===== src/rtl/hazard_controller_pkg.sv =====
// rtl/hazard_controller_pkg.sv - shared types and constants for the hazard controller
package hazard_controller_pkg;

  localparam int REG_AW = 5;

  localparam logic [1:0] FWD_RF  = 2'b00;
  localparam logic [1:0] FWD_WB  = 2'b01;
  localparam logic [1:0] FWD_MEM = 2'b10;

  typedef enum logic [1:0] {
    ST_RST_FLUSH = 2'd0,
    ST_RUN       = 2'd1,
    ST_DRAIN     = 2'd2,
    ST_HALTED    = 2'd3
  } state_e;

  typedef struct packed {
    logic              v;
    logic [REG_AW-1:0] rd;
    logic              we;
    logic              ld;
    logic [REG_AW-1:0] rs1;
    logic [REG_AW-1:0] rs2;
  } ex_slot_t;

  typedef struct packed {
    logic              v;
    logic [REG_AW-1:0] rd;
    logic              we;
  } wr_slot_t;

  // x0 is hardwired, so a zero destination never produces a dependency.
  function automatic logic reg_match(input logic [REG_AW-1:0] rd, input logic [REG_AW-1:0] rs);
    return (rd != '0) && (rd == rs);
  endfunction

endpackage


===== src/rtl/hazard_controller_fwd_unit.sv =====
// rtl/hazard_controller_fwd_unit.sv - MEM-over-WB forwarding priority compare for one operand
module hazard_fwd_unit
  import hazard_controller_pkg::*;
(
  input  logic              ex_v,
  input  logic [REG_AW-1:0] rs,
  input  wr_slot_t          mem,
  input  wr_slot_t          wb,
  output logic [1:0]        sel
);

  always_comb begin
    sel = FWD_RF;
    if (ex_v) begin
      if (mem.v && mem.we && reg_match(mem.rd, rs)) begin
        sel = FWD_MEM;
      end else if (wb.v && wb.we && reg_match(wb.rd, rs)) begin
        sel = FWD_WB;
      end
    end
  end

endmodule


===== src/rtl/hazard_controller.sv =====
// rtl/hazard_controller.sv - shadow EX/MEM/WB scoreboard driving stall, flush and forwarding
module hazard_controller
  import hazard_controller_pkg::*;
#(
  parameter int RA_W         = 5,
  parameter int FLUSH_CYCLES = 3
) (
  input  logic            clk,
  input  logic            rst,
  input  logic [RA_W-1:0] id_rs1,
  input  logic [RA_W-1:0] id_rs2,
  input  logic            id_uses_rs1,
  input  logic            id_uses_rs2,
  input  logic [RA_W-1:0] id_rd,
  input  logic            id_regwrite,
  input  logic            id_is_load,
  input  logic            PCSrcE,
  input  logic            halt_req,
  output logic            stall_if,
  output logic            stall_id,
  output logic            flush_id,
  output logic            flush_ex,
  output logic [1:0]      fwd_a_sel,
  output logic [1:0]      fwd_b_sel,
  output logic            running,
  output logic            halted
);

  localparam int CNT_W = (FLUSH_CYCLES > 1) ? $clog2(FLUSH_CYCLES) : 1;
  localparam logic [CNT_W-1:0] CNT_INIT = CNT_W'(FLUSH_CYCLES - 1);

  state_e            state, state_nxt;
  logic [CNT_W-1:0]  cnt;
  ex_slot_t          ex;
  wr_slot_t          mem, wb;
  logic [REG_AW-1:0] rs1_n, rs2_n, rd_n;
  logic [1:0]        fwd_a_raw, fwd_b_raw;
  logic              load_use, drained;

  assign rs1_n = REG_AW'(id_rs1);
  assign rs2_n = REG_AW'(id_rs2);
  assign rd_n  = REG_AW'(id_rd);

  assign load_use = ex.v && ex.ld && ex.we &&
                    ((id_uses_rs1 && reg_match(ex.rd, rs1_n)) ||
                     (id_uses_rs2 && reg_match(ex.rd, rs2_n)));
  assign drained  = !ex.v && !mem.v && !wb.v;

  hazard_fwd_unit u_fwd_a (
    .ex_v (ex.v),
    .rs   (ex.rs1),
    .mem  (mem),
    .wb   (wb),
    .sel  (fwd_a_raw)
  );

  hazard_fwd_unit u_fwd_b (
    .ex_v (ex.v),
    .rs   (ex.rs2),
    .mem  (mem),
    .wb   (wb),
    .sel  (fwd_b_raw)
  );

  always_comb begin
    state_nxt = state;
    stall_if  = 1'b0;
    stall_id  = 1'b0;
    flush_id  = 1'b0;
    flush_ex  = 1'b0;
    fwd_a_sel = fwd_a_raw;
    fwd_b_sel = fwd_b_raw;
    running   = 1'b0;
    halted    = 1'b0;
    case (state)
      ST_RST_FLUSH: begin
        stall_if  = 1'b1;
        flush_id  = 1'b1;
        flush_ex  = 1'b1;
        fwd_a_sel = FWD_RF;
        fwd_b_sel = FWD_RF;
        if (cnt == '0) state_nxt = ST_RUN;
      end
      ST_RUN: begin
        running = 1'b1;
        // A resolved redirect squashes the dependent instruction, so it beats load-use.
        if (PCSrcE) begin
          flush_id = 1'b1;
          flush_ex = 1'b1;
        end else if (load_use) begin
          stall_if = 1'b1;
          stall_id = 1'b1;
          flush_ex = 1'b1;
        end
        if (halt_req) state_nxt = ST_DRAIN;
      end
      ST_DRAIN: begin
        if (PCSrcE) begin
          flush_id = 1'b1;
          flush_ex = 1'b1;
        end else begin
          stall_if = 1'b1;
          stall_id = 1'b1;
          flush_ex = 1'b1;
        end
        if (drained) state_nxt = ST_HALTED;
      end
      ST_HALTED: begin
        stall_if = 1'b1;
        stall_id = 1'b1;
        flush_ex = 1'b1;
        halted   = 1'b1;
        if (!halt_req) state_nxt = ST_RUN;
      end
      default: state_nxt = ST_RST_FLUSH;
    endcase
  end

  always_ff @(posedge clk or negedge rst) begin
    if (!rst) begin
      state <= ST_RST_FLUSH;
      cnt   <= CNT_INIT;
      ex    <= '0;
      mem   <= '0;
      wb    <= '0;
    end else begin
      state <= state_nxt;
      if (state == ST_RST_FLUSH) begin
        if (cnt != '0) cnt <= cnt - 1'b1;
        ex  <= '0;
        mem <= '0;
        wb  <= '0;
      end else begin
        ex.v   <= !flush_ex;
        ex.rd  <= rd_n;
        ex.we  <= id_regwrite;
        ex.ld  <= id_is_load;
        ex.rs1 <= rs1_n;
        ex.rs2 <= rs2_n;
        mem.v  <= ex.v;
        mem.rd <= ex.rd;
        mem.we <= ex.we;
        wb     <= mem;
      end
    end
  end

endmodule

===== config.mk =====
export PLATFORM = sky130hd
export DESIGN_NAME = hazard_controller
export DESIGN_NICKNAME = d
export VERILOG_FILES = /design/src/rtl/hazard_controller_pkg.sv /design/src/rtl/hazard_controller_fwd_unit.sv /design/src/rtl/hazard_controller.sv
export SDC_FILE = /design/constraint.sdc
export NUM_CORES = 1
export LEC_CHECK = 0
export CAP_MARGIN = 5
export CELL_PAD_IN_SITES_DETAIL_PLACEMENT = 1
export CELL_PAD_IN_SITES_GLOBAL_PLACEMENT = 2
export CORE_AREA = 2 2 84 86
export DETAILED_ROUTE_END_ITERATION = 10
export DIE_AREA = 0 0 86 88
export PLACE_DENSITY = 0.68
export SLEW_MARGIN = 20
export SYNTH_ARGS = -nofsm -noshare
export SYNTH_HDL_FRONTEND = slang
export SYNTH_SLANG_ARGS = --single-unit

===== constraint.sdc =====
create_clock -name clk -period 2.15 [get_ports clk]
set_input_delay 0.3225 -clock clk [delete_from_list [all_inputs] [get_ports clk]]
set_output_delay 0.3225 -clock clk [all_outputs]
set_load 0.1 [all_outputs]

==> results.tsv, run 1 <==
metric	value	unit
antenna violations before repair	0	
Worst setup SP type	flip-flop	
number of global-route vias before repair	1348	
WL/cell	14.9	um
fill count	704	
Post-Synthesis Cells	156	
RR Startpoint	state[1]	
Worst EP required	1.83	ns
DR iter-0 viols	35	
Crit path arrival time	1.95	ns
failing checks	setup timing	
CP startpoint	mem[4]	
Worst Path Max Fanout	2	
kind of critical path	flip-flop to output pin	
met3 routed WL	128	um
CTS Root Cell	clkbuf_8	
CTS tree	built	
drt drc	0	
Clock Skew	0.00279	ns
Post-Syn Nets	185	
DIE WIDTH	86	um
layout cells sized above 1	30.5	%
Nets	232	
Ant. Diodes	0	
static leakage	1.10	nW
Initial Utilization	26.4	%
Ys Warns	0	
Worst VDD drop	0.529	mV
Max Slew Vio Count	0	
Slew @ Worst Pin	0.465	ns
Cell Rows	30	
Die Area	0.00757	mm^2
M1 wire length	1790	um
clock sinks	36	
min cycle time layout	2.27	ns
status	finished, violations left	
area occupied by multi-input gates	0.00103	mm^2
slew margin rel.	69.0	%
HPWL Detailed	3140	um
crit-path cells	or4_4, o211ai_4, nor4_4, nor3_4, buf_12	
global-route wire length before repair	6960	um
Hold Crit Class	primary input to asynchronous set/reset pin	
DP Cell Count	272	
worst setup margin	-0.122	ns
final-report hold violation count	0	
Die Ht	88	um
max-cap viol count	0	
DR vias/cell	4.34	
DR pass1 iterations	4	
I/O pin total	33	
pre-CTS setup slack	-0.127	ns
register area share after synthesis	51.4	%
top sig layer	met4	
clk buf depth	2	
total number of vias	1229	
Highest Clock Rate	440	MHz
period utilization	106	%
FF+latch count, synth	36	
Synth Cell Area	0.00175	mm^2
RSZ-0062 raised after global routing	true	
Area Overhead vs Synth	51.3	%
syn_area_per_cell	11.2	um^2
H-tree level count	2	
Worst setup EP type	output pin	
port bufs	32	
non-filler cells, final	283	
post-route ant nets	0	
Crit-path slowest cell	or4_4	
Synth cell types	32	
largest net degree at the start of global routing	37	
clock latency on the worst-skew pair	0.28	ns
final WL	4210	um
pwr dens	1460	mW/mm^2
GR Overflow Total	0	
global placer's final weighted congestion	0.723	
hold_buf cts	0	
clk slew on worst S/H paths	0.07	ns
WL met2	2220	um
number of buffers created by CTS	5	
Core Region	0.00664	mm^2
Global Route Usage Sum	12.2	%
register area	906	um^2
final setup violation count	4	
CP peak stage delay	0.55	ns
==> routing by layer <==
layer	track usage (%)	up-vias
met5	0	-
met4	5.34	0
met3	3.30	5
met2	20.8	23
met1	14.4	599
li1	-	602
==> cells in the final DEF, fill, tap and decap left out, drive strengths merged <==
master | netlist | routed
dfrtp | 35 | 35
nor2b | 30 | 30
xnor2 | 21 | 21
buf | 0 | 21
clkdlybuf4s50 | 0 | 18
xor2 | 10 | 10
clkbuf | 3 | 7
nand2 | 7 | 7
nand3 | 6 | 6
ha | 6 | 6
inv | 5 | 5
dlygate4sd2 | 0 | 4
or4 | 3 | 3
nor3 | 3 | 3
a21oi | 2 | 2
nor4 | 2 | 2
a31oi | 2 | 2
nand4 | 2 | 2
and2b | 2 | 2
o21ai | 2 | 2
nor2 | 2 | 2
o211ai | 1 | 1
o2111ai | 1 | 1
nand2b | 1 | 1
a21o | 1 | 1
o22ai | 1 | 1
and3b | 1 | 1
and4 | 1 | 1
and2 | 1 | 1
or2b | 1 | 1
mux2i | 1 | 1
o31ai | 1 | 1
mux2 | 1 | 1
dfstp | 1 | 1
==> cell usage after synthesis (all sizes together) <==
| library cell | number | area (um^2) |
|---|---|---|
| o21ai | 2 | 10.0 |
| nor2b | 30 | 195 |
| dfrtp | 35 | 876 |
| xnor2 | 21 | 184 |
| a31oi | 2 | 12.5 |
| nand4 | 2 | 12.5 |
| dfstp | 1 | 26.3 |
| nand2 | 7 | 26.3 |
| nor2 | 2 | 7.51 |
| mux2i | 1 | 10.0 |
| nand2b | 1 | 6.26 |
| or2b | 1 | 7.51 |
| and3b | 1 | 10.0 |
| inv | 5 | 18.8 |
| xor2 | 10 | 87.6 |
| clkbuf | 3 | 11.3 |
| or4 | 3 | 22.5 |
| o2111ai | 1 | 8.76 |
| and2 | 1 | 7.51 |
| mux2 | 1 | 11.3 |
| a21oi | 2 | 10.0 |
| and2b | 2 | 17.5 |
| nor3 | 3 | 15.0 |
| o22ai | 1 | 6.26 |
| nand3 | 6 | 30.0 |
| a21o | 1 | 7.51 |
| ha | 6 | 75.1 |
| o211ai | 1 | 12.5 |
| o31ai | 1 | 7.51 |
| and4 | 1 | 8.76 |
| nor4 | 2 | 12.5 |
==> critical path: cells and delay by family (launching register included) <==
kind | cells | cell delay, ns
AOI/OAI and AO/OA | 1 | 0.25
buffers and inverters | 1 | 0.20
DFF | 1 | 0.38
and+or+nand+nor | 3 | 0.84
==> state kept, by name (all words and copies together), names as in the netlist <==
signal  cells
wb          7
state       2
ex         18
mem         7
cnt         2
==> what timing repair did <==
| item | 4_1_cts | 5_1_grt |
|---|---|---|
| pin swaps | 13 | 4 |
| endpoints found under the setup margin | 7 | 6 |
| gates resized for setup | 19 | 3 |
| hold endpoints to repair | 0 | 0 |
| gates cloned | 0 | 0 |
| buffers inserted | 3 | 2 |
==> final timing paths <==
check                               endpoint  slack [ns]  cells past startpoint
min in group clk                      cnt[0]        0.47                      1
worst max-delay path            fwd_a_sel[0]       -0.12                      5
max in group asynchronous             ex[13]        1.33                      2
worst max register to register      state[1]        0.25                      6
worst min register to register        cnt[0]        0.47                      1
worst min-delay path                state[1]        0.47                      2
==> through the flow <==
step | area (um^2) | utilization, % | total power, mW | hold slack (ns) | TNS [ns]
6_report | 2650 | 39.9 | 3.86 | 0.466 | -0.390
2_1_floorplan | 1870 | - | 2.51 | 0.0269 | -0.538
4_1_cts | 2630 | 39.5 | 3.87 | 0.444 | -0.577
3_3_place_gp | 2430 | 36.6 | 3.14 | 0.460 | -0.141
5_1_grt | 2650 | 39.9 | 4.11 | 0.477 | -0.805
3_5_place_dp | 2430 | 36.6 | 3.20 | 0.471 | -0.188
==> cell type report <==
cell class / count / share of cell area, %
sequential: 36 / 34.1
timing repair buffer: 43 / 18.9
clock buffer: 7 / 3.63
tap: 80 / 3.77
inverter: 5 / 0.707
multi-input combinational: 112 / 38.8
==> power breakdown <==
group          leakage, nW  switching (mW)  internal [mW]
Sequential           0.445           0.247          0.904
Clock               0.0503           0.228          0.285
Combinational        0.601            1.26          0.939
Total                 1.10            1.74           2.13
==> cell families after synthesis <==
logic type,Yosys count,share of synthesized area (%)
fa+ha+maj,6,4.28
flops,36,51.4
compound gates,11,4.28
xor+xnor,31,15.5
simple gates,62,21.6
mux,2,1.21
buf+inv,8,1.71
Note: power is estimated with default switching activity, not from simulation.
==> run 2: changes to the inputs <==
--- a/config.mk
+++ b/config.mk
@@ -5,6 +5,7 @@
 export SDC_FILE = /design/constraint.sdc
 export NUM_CORES = 1
 export LEC_CHECK = 0
+export ABC_CLOCK_PERIOD_IN_PS = 2150
 export CAP_MARGIN = 5
 export CELL_PAD_IN_SITES_DETAIL_PLACEMENT = 1
 export CELL_PAD_IN_SITES_GLOBAL_PLACEMENT = 2
==> results of run 2 <==
Final layout, timing and power as in run 1 (identical DEF).
==> run 3: changes to the inputs <==
--- a/config.mk
+++ b/config.mk
@@ -9,11 +9,12 @@
 export CAP_MARGIN = 5
 export CELL_PAD_IN_SITES_DETAIL_PLACEMENT = 1
 export CELL_PAD_IN_SITES_GLOBAL_PLACEMENT = 2
-export CORE_AREA = 2 2 84 86
+export CORE_AREA = 2 2 117 62
 export DETAILED_ROUTE_END_ITERATION = 10
-export DIE_AREA = 0 0 86 88
-export PLACE_DENSITY = 0.68
+export DIE_AREA = 0 0 119 64
+export PLACE_DENSITY = 0.69
 export SLEW_MARGIN = 20
 export SYNTH_ARGS = -nofsm -noshare
 export SYNTH_HDL_FRONTEND = slang
 export SYNTH_SLANG_ARGS = --single-unit
+export TNS_END_PERCENT = 50
==> run 3 against run 2 <==
Effect of this change:
- the flow still finishes with violations (setup timing)
- power is 2.6% higher
- clock skew is 0.0021 ns higher
- critical path depth is 2 higher
- critical path type unchanged
- combinational power is 4% lower
- register-to-register slack better by 0.04 ns
- largest cell class unchanged
- cell area is 0.71% higher
- clock power is 35% higher
- highest routed layer unchanged
- final cell count is 4.6% higher
- fmax is 4.5% lower
- non-clock buffer count stayed put
==> results.tsv, run 3 (synthesized netlist as in run 1, its figures left out) <==
metric	value	unit
largest net degree at the start of global routing	37	
post-route ant nets	0	
status	finished, violations left	
H-tree level count	2	
busiest layer in global routing	met2	
clk buf depth	2	
total power	3.97	mW
Nets	232	
Clock Skew	0.00489	ns
number of global-route vias before repair	1425	
Worst setup EP type	output pin	
DR pass1 iterations	2	
DR iter-0 viols	18	
Hold Crit Class	primary input to asynchronous set/reset pin	
met1 Resource Use GR	16.1	%
slew margin rel.	69.9	%
final hold slack	0.463	ns
Worst EP required	1.83	ns
Cell Rows	21	
clk slew on worst S/H paths	0.05	ns
Worst VDD drop	1.16	mV
final setup violation count	5	
FF-to-FF setup slack	0.29	ns
DIE WIDTH	119	um
post-layout util	40.8	%
worst setup margin	-0.229	ns
Global Route Usage Sum	12.6	%
Ant. Diodes	0	
largest reg by FF count	ex	
R2R depth	6	
commonest non-fill, non-tap cells in the layout	33 x dfrtp_1, 28 x nor2b_1, 20 x xnor2_1, 20 x clkdlybuf4s50_1, 11 x buf_4	
commonest non-fill, non-tap cell in the layout	dfrtp_1	
Initial Utilization	26.8	%
Highest Clock Rate	420	MHz
min cycle time layout	2.38	ns
Crit path arrival time	2.06	ns
max reg flops	18	
Worst Path Max Fanout	2	
Die Ht	64	um
met3 Use GR	3.13	%
layout cells sized above 1	28.9	%
Core Region	0.00654	mm^2
met2 Resource Use GR	20.3	%
failing checks	setup timing	
non-filler cells, final	296	
final WL	4180	um
final-report hold violation count	0	
CTS Root Cell	clkbuf_16	
clock latency on the worst-skew pair	0.28	ns
Area Overhead vs Synth	52.4	%
period utilization	111	%
RSZ-0062 raised after global routing	true	
antenna violations before repair	0	
global placer's final weighted congestion	0.684	
DP Area	0.00245	mm^2
Largest regs	ex x18, mem x7, wb x7	
static leakage	1.10	nW
Slew @ Worst Pin	0.451	ns
global-route wire length before repair	7290	um
pwr dens	1480	mW/mm^2
total number of vias	1243	
HPWL Detailed	3240	um
final instance area	0.00267	mm^2
RR Startpoint	state[0]	
CTS tree	built	
Die Area	0.00762	mm^2
critical register-to-register path endpoint	state[1]	
Max Slew Vio Count	0	
DP Cell Count	285	
hold_buf cts	0	
number of buffers created by CTS	5	
Worst setup SP type	flip-flop	
fill count	712	
I/O pin total	33	
max-cap viol count	0	
WL/cell	14.1	um
drt drc	0	
DR vias/cell	4.20	
kind of critical path	flip-flop to output pin	
port bufs	32	
clock sinks	36	
GR Overflow Total	0	
## run 3: cell types whose count changed in the layout (fill, tap and decap cells not counted), moves of 2 or more
| cell | change |
|---|---|
| clkbuf_8 | -7 |
| clkinv_2 | +2 |
| clkbuf_16 | +5 |
| xnor2_1 | +3 |
| xnor2_2 | -2 |
| dlygate4sd2_1 | -2 |
| clkdlybuf4s50_1 | +2 |
## run 3: final cells by class
cell class                      instances  area (um^2)  share of cell area (%)
Clock buffer                            5          125                    4.68
Clock inverter                          3         18.8                   0.702
Inverter                                5         18.8                   0.702
Multi-Input combinational cell        112          990                    37.0
Sequential cell                        36          905                    33.8
Tap cell                               92          115                    4.31
Timing Repair Buffer                   43          500                    18.7
## run 3: worst max path at each step
stage / startpoint / end / slack [ns] / cells after the start
after floorplan: state[0] / fwd_b_sel[0] / -0.23 / 6
after global placement: id_rs2[0] / stall_id / -0.15 / 7
after detailed placement: id_rs2[0] / stall_id / -0.16 / 7
after CTS: state[1] / fwd_b_sel[0] / -0.24 / 7
after global routing: state[1] / fwd_b_sel[0] / -0.32 / 7
final: state[1] / fwd_b_sel[0] / -0.23 / 7
## run 3: timing repair
item / 4_1_cts / 5_1_grt
gates resized for setup: 11 / 2
buffers inserted: 3 / 0
endpoints found under the setup margin: 7 / 5
gates cloned: 0 / 0
pin swaps: 7 / 5
## run 3: layer usage
| metal | vias up | wire [um] |
|---|---|---|
| met3 | 5 | 138 |
| met2 | 20 | 1990 |
| met5 | - | 0 |
| met4 | 0 | 63 |
| li1 | 608 | - |
| met1 | 610 | 1980 |
## run 3: critical path, cell delays in order, from the launching register on
cell and delay (ns):
dfrtp_1 0.35, inv_2 0.06, ha_4 0.16, nor2b_4 0.15, o2111ai_4 0.13, or4_4 0.55
a31oi_4 0.18, buf_12 0.19
## run 3: where the power goes
group / internal [mW] / leakage (nW) / switching (mW)
Clock: 0.426 / 0.0736 / 0.264
Sequential: 0.904 / 0.446 / 0.249
Combinational: 0.900 / 0.579 / 1.22
Total: 2.23 / 1.10 / 1.74
## run 3: metrics by stage
stage                     worst slack [ns]  TNS [ns]
after global routing                -0.321    -0.860
after detailed placement            -0.158    -0.248
after floorplan                     -0.228    -0.598
final                               -0.229    -0.498
after CTS                           -0.236    -0.646
after global placement              -0.150    -0.198
